### src/rtl/aes_pipe_sched.sv
// Round-robin scheduler sharing one fixed-latency AES-128 pipeline among NUM_REQ requesters.
// Each block's requester tag travels with the pipeline; credits keep the response FIFO from overflowing.
module aes_pipe_sched #(
  parameter int NUM_REQ    = 4,
  parameter int PIPE_LAT   = 12,
  parameter int FIFO_DEPTH = 16
) (
  input  logic                      clk,
  input  logic                      reset,
  input  logic [NUM_REQ-1:0]        req_valid,
  output logic [NUM_REQ-1:0]        req_ready,
  input  logic [NUM_REQ*128-1:0]    req_data,
  input  logic [NUM_REQ*128-1:0]    req_key,
  output logic [127:0]              aes_data_in,
  output logic [127:0]              aes_key,
  input  logic [127:0]              aes_result,
  output logic                      rsp_valid,
  input  logic                      rsp_ready,
  output logic [$clog2(NUM_REQ)-1:0] rsp_id,
  output logic [127:0]              rsp_data,
  output logic                      busy
);

  localparam int ID_W  = $clog2(NUM_REQ);
  localparam int CNT_W = $clog2(FIFO_DEPTH + 1);
  localparam int PTR_W = (FIFO_DEPTH > 1) ? $clog2(FIFO_DEPTH) : 1;

  logic [CNT_W-1:0] outstanding;
  logic [ID_W-1:0]  rr_ptr;
  logic             can_issue;
  logic             grant_valid;
  logic [ID_W-1:0]  grant_id;
  logic             pop;

  logic [ID_W:0]    tag_pipe [PIPE_LAT];
  logic             push;
  logic [ID_W-1:0]  exit_id;

  logic [ID_W+127:0] fifo_mem [FIFO_DEPTH];
  logic [PTR_W-1:0]  wr_ptr;
  logic [PTR_W-1:0]  rd_ptr;
  logic [CNT_W-1:0]  fifo_cnt;
  logic [ID_W+127:0] fifo_head;

  assign can_issue = (outstanding < CNT_W'(FIFO_DEPTH));

  // Search downward so the candidate closest to rr_ptr is the last one written and wins.
  always_comb begin
    logic [ID_W-1:0] cand;
    grant_valid = 1'b0;
    grant_id    = '0;
    cand        = '0;
    for (int k = NUM_REQ - 1; k >= 0; k--) begin
      cand = ID_W'((int'(rr_ptr) + k) % NUM_REQ);
      if (req_valid[cand]) begin
        grant_valid = 1'b1;
        grant_id    = cand;
      end
    end
    if (!can_issue || reset) grant_valid = 1'b0;
  end

  assign req_ready = grant_valid ? (NUM_REQ'(1) << grant_id) : '0;

  always_ff @(posedge clk or posedge reset) begin
    if (reset) begin
      aes_data_in <= '0;
      aes_key     <= '0;
      rr_ptr      <= '0;
    end else if (grant_valid) begin
      aes_data_in <= req_data[128*grant_id +: 128];
      aes_key     <= req_key[128*grant_id +: 128];
      rr_ptr      <= (int'(grant_id) == NUM_REQ - 1) ? '0 : grant_id + 1'b1;
    end
  end

  always_ff @(posedge clk or posedge reset) begin
    if (reset) begin
      for (int s = 0; s < PIPE_LAT; s++) tag_pipe[s] <= '0;
    end else begin
      tag_pipe[0] <= grant_valid ? {1'b1, grant_id} : '0;
      for (int s = 1; s < PIPE_LAT; s++) tag_pipe[s] <= tag_pipe[s-1];
    end
  end

  assign push    = tag_pipe[PIPE_LAT-1][ID_W];
  assign exit_id = tag_pipe[PIPE_LAT-1][ID_W-1:0];
  assign pop     = rsp_valid && rsp_ready;

  always_ff @(posedge clk or posedge reset) begin
    if (reset) begin
      outstanding <= '0;
    end else begin
      case ({grant_valid, pop})
        2'b10:   outstanding <= outstanding + 1'b1;
        2'b01:   outstanding <= outstanding - 1'b1;
        default: outstanding <= outstanding;
      endcase
    end
  end

  // Storage needs no reset; empty-gating hides stale contents.
  always_ff @(posedge clk) begin
    if (push) fifo_mem[wr_ptr] <= {exit_id, aes_result};
  end

  always_ff @(posedge clk or posedge reset) begin
    if (reset) begin
      wr_ptr   <= '0;
      rd_ptr   <= '0;
      fifo_cnt <= '0;
    end else begin
      if (push) wr_ptr <= (int'(wr_ptr) == FIFO_DEPTH - 1) ? '0 : wr_ptr + 1'b1;
      if (pop)  rd_ptr <= (int'(rd_ptr) == FIFO_DEPTH - 1) ? '0 : rd_ptr + 1'b1;
      case ({push, pop})
        2'b10:   fifo_cnt <= fifo_cnt + 1'b1;
        2'b01:   fifo_cnt <= fifo_cnt - 1'b1;
        default: fifo_cnt <= fifo_cnt;
      endcase
    end
  end

  assign fifo_head = fifo_mem[rd_ptr];
  assign rsp_valid = (fifo_cnt != '0);
  assign rsp_id    = rsp_valid ? fifo_head[ID_W+127:128] : '0;
  assign rsp_data  = rsp_valid ? fifo_head[127:0] : '0;
  assign busy      = (outstanding != '0);

  a_no_push_full: assert property (@(posedge clk) disable iff (reset)
                                   !(push && fifo_cnt == CNT_W'(FIFO_DEPTH)));

endmodule

### config.mk
export PLATFORM = sky130hd
export DESIGN_NAME = aes_pipe_sched
export DESIGN_NICKNAME = d
export VERILOG_FILES = /design/src/rtl/aes_pipe_sched.sv
export SDC_FILE = /design/constraint.sdc
export NUM_CORES = 2
export LEC_CHECK = 0
export CAP_MARGIN = 25
export CELL_PAD_IN_SITES_DETAIL_PLACEMENT = 2
export CELL_PAD_IN_SITES_GLOBAL_PLACEMENT = 2
export CORE_AREA = 2 2 612 614
export CTS_CLUSTER_DIAMETER = 120
export CTS_CLUSTER_SIZE = 8
export DETAILED_ROUTE_END_ITERATION = 7
export DIE_AREA = 0 0 614 616
export GPL_TIMING_DRIVEN = 0
export PLACE_DENSITY_LB_ADDON = 0.05
export SYNTH_ARGS = -nofsm -noshare
export SYNTH_HDL_FRONTEND = slang
export SYNTH_SLANG_ARGS = --single-unit
### constraint.sdc
create_clock -name clk -period 22.6 [get_ports clk]
set_input_delay 4.52 -clock clk [delete_from_list [all_inputs] [get_ports clk]]
set_output_delay 4.52 -clock clk [all_outputs]
set_load 0.01 [all_outputs]
==> impl_metrics.toml <==
[outcome]
status = "completed"

[layout]
multi_input_area_mm2 = 0.0251
layout_commonest_cell = "edfxtp_1"
syn_to_final_growth_pct = 35.2
fin_nets = 8678
final_cell_mix = "2080 x edfxtp_1, 1550 x clkdlybuf4s50_1, 1039 x nand2_1"
drive_gt1_frac = 0.174
seqCellArea_mm2 = 0.0703
nFillCells = 36758

[cts]
cts_max_level = 5
post_cts_buffers = 0
clk_pin_slew_ns = 0.05
cts_tree = "done"
holdBufCountCts = 0
root_buffer = "clkbuf_16"
numCtsBuffers = 338
clock_sinks = 2392
cts-resized-gates = 0
insertion_delay_ns = 0.95
cts_buffer_depth = 4

[synthesis]
synth.yosys.seq_area_share = 0.725
synth_cell_types = 43
yosysTopAreaCell = "edfxtp_1"
synth_area_leaders = "edfxtp_1 64%, mux4_2 15%, dfrtp_1 8.1%"
ys_warn_count = 0
syn_area_per_cell_um2 = 17.7
synth_flop_cell = "edfxtp_1"
synth_top_area_frac = 0.644
synth_fp_nets = 6646
syn_area_mm2 = 0.0969
syn_inst = 5469
synth_edf_count = 2080
ys_ff_latch = 2392
synthArstFlopShare = 0.130

[worst_setup_path]
cp_max_fo = 11
crit_type = "primary input to output port"
cp-end-kind = "output port"
cp_data_arrival_time_ns = 8.22
path_buf_inv = 6
critical_path.top_delay_family = "buffers and inverters"
reg2reg_depth = 8
crit_slowest_cell = "clkdlybuf4s50_1"
max_stage_delay_ns = 0.69
worstPathCellList = "clkdlybuf4s50_1 > a21boi_0 > o221ai_1 > inv_2 > clkbuf_1 > buf_8 > clkbuf_1 > ha_1 > and2_1 > clkdlybuf4s50_1"
rrSetupSlack_ns = 18.30
r2r-end = "aes_key[41]"
start_kind = "primary input"
critical_path_required_ns = 18.08
r2r_start = "rr_ptr[1]"

[timing]
final_max_slew_viol_count = 0
setup_tns_ns = 0
finalHoldWorstSlack_ns = 0.337
worst_pin_slew_ns = 1.25
max_slew_margin = 0.168
fmax_mhz = 78.5
hold_viol_final = 0
fin_ws_ns = 9.86
finClkSkew_ns = 0.0859
setup_viol = 0
period_share = 0.564
rsz0062_at_grt = "no"
min_period_ns = 12.74

[place]
gp_congestion = 1.00
place_hpwl_um = 424000
place_ws_ns = 9.79
numPortBuffers = 1550

[detailed_routing]
vias = 64465
drc_errors = 0
wl_per_cell_um = 43.6
firstDrtPassIters = 5
dr.first_iter.drc_count = 6148
drtAntennaViolNets = 0
via_per_inst = 5.08
routed_wl_um = 553000

[global_routing]
grt_max_degree = 97
grt_usage = 0.288
grt_pass1_wl_um = 709000
grt_overflow = 0
antenna_found_initial = 374
grt_pass1_vias = 67875

[hold_path]
min_from = "tag_pipe[22]"
holdPathStages = 0
hp-class = "flip-flop to flip-flop"
hold_path_end = "tag_pipe[19]"

[floorplanning]
die_w_um = 614
initial_core_util = 0.261
row_count = 224
core_mm2 = 0.371
io_pins = 1551
die_y_um = 616
dieArea_mm2 = 0.378

[power]
ir_worst_vdd_mv = 0.0630
leakagePower_nw = 45.1
cellPowerDensity_mw_per_mm2 = 130

[run]
maxCapViolations = 0
state kept, by name, indices dropped and copies added, names as in the netlist:
signal / flops
push: 1
wr_ptr: 4
exit_id: 2
fifo_mem: 2080
outstanding: 5
rr_ptr: 2
aes_data_in: 128
aes_key: 128
rd_ptr: 4
fifo_cnt: 5
tag_pipe: 33
kinds of logic (layout without fill, tap and decap cells):
family / Yosys count / count (layout) / share of synthesized area
XOR/XNOR: 14 / 14 / 0.00126
buffers and inverters: 377 / 2505 / 0.0170
AO/OA/AOI/OAI: 796 / 796 / 0.0513
flip-flops: 2392 / 2392 / 0.725
AND/OR/NAND/NOR: 1217 / 1217 / 0.0516
multiplexers: 655 / 655 / 0.152
adder cells (fa/ha/maj): 18 / 18 / 0.00240
other: 0 / 126 / 0
metal layers:
layer / vias up / wire length, um / GRT usage
li1: 25665 / - / -
met5: - / 358 / 0
met1: 35090 / 222000 / 0.359
met2: 2727 / 266000 / 0.472
met4: 58 / 20100 / 0.0956
met3: 925 / 45000 / 0.0907
power by group:
group / internal (mW) / total [mW] / leakage (nW) / switching, mW
registers: 5.28 / 5.53 / 22.7 / 0.249
logic: 2.89 / 6.74 / 18.0 / 3.86
clock network: 2.74 / 4.71 / 4.50 / 1.97
area by class of cell:
type / instances / share of cell area
Tap cell: 4972 / 0.0475
Timing Repair Buffer: 1692 / 0.139
Antenna cell: 126 / 0.00241
Multi-Input combinational cell: 2700 / 0.192
Clock buffer: 416 / 0.0677
Clock inverter: 20 / 0.00303
Buffer: 364 / 0.0123
Sequential cell: 2392 / 0.536
Inverter: 13 / 0.000429
stage by stage:
stage | instances | util | cell area [um^2] | total power [mW]
2_1_floorplan | 5469 | - | 96900 | 8.66
3_3_place_gp | 11991 | 0.320 | 119000 | 12.3
3_5_place_dp | 12124 | 0.327 | 121000 | 12.5
4_1_cts | 12560 | 0.352 | 131000 | 17.2
5_1_grt | 12621 | 0.353 | 131000 | 17.6
6_report | 12695 | 0.353 | 131000 | 17.0
Yosys cell counts (3+ instances only):
| cell type | number |
|---|---|
| clkbuf_1 | 213 |
| nand2_1 | 1039 |
| dfrtp_1 | 312 |
| buf_2 | 98 |
| a21oi_1 | 519 |
| buf_6 | 5 |
| xnor2_1 | 5 |
| xor2_1 | 9 |
| inv_1 | 11 |
| buf_4 | 20 |
| mux4_2 | 650 |
| mux2_2 | 3 |
| a211o_1 | 256 |
| o21ai_0 | 10 |
| buf_1 | 28 |
| ha_1 | 17 |
| nor2_1 | 5 |
| and2_1 | 151 |
| nor3_1 | 3 |
| edfxtp_1 | 2080 |
worst max-delay path by stage:
stage | start | end | slack (ns) | cells past startpoint
2_1_floorplan | reset | aes_data_in[0] | 9.45 | 1
3_3_place_gp | reset | aes_data_in[10] | 1.95 | 2
3_5_place_dp | req_valid[1] | req_ready[3] | 9.79 | 10
4_1_cts | req_valid[0] | req_ready[3] | 9.78 | 10
5_1_grt | req_valid[1] | req_ready[3] | 9.70 | 10
6_report | req_valid[0] | req_ready[3] | 9.86 | 10
Power figures use the tool's default switching activity.
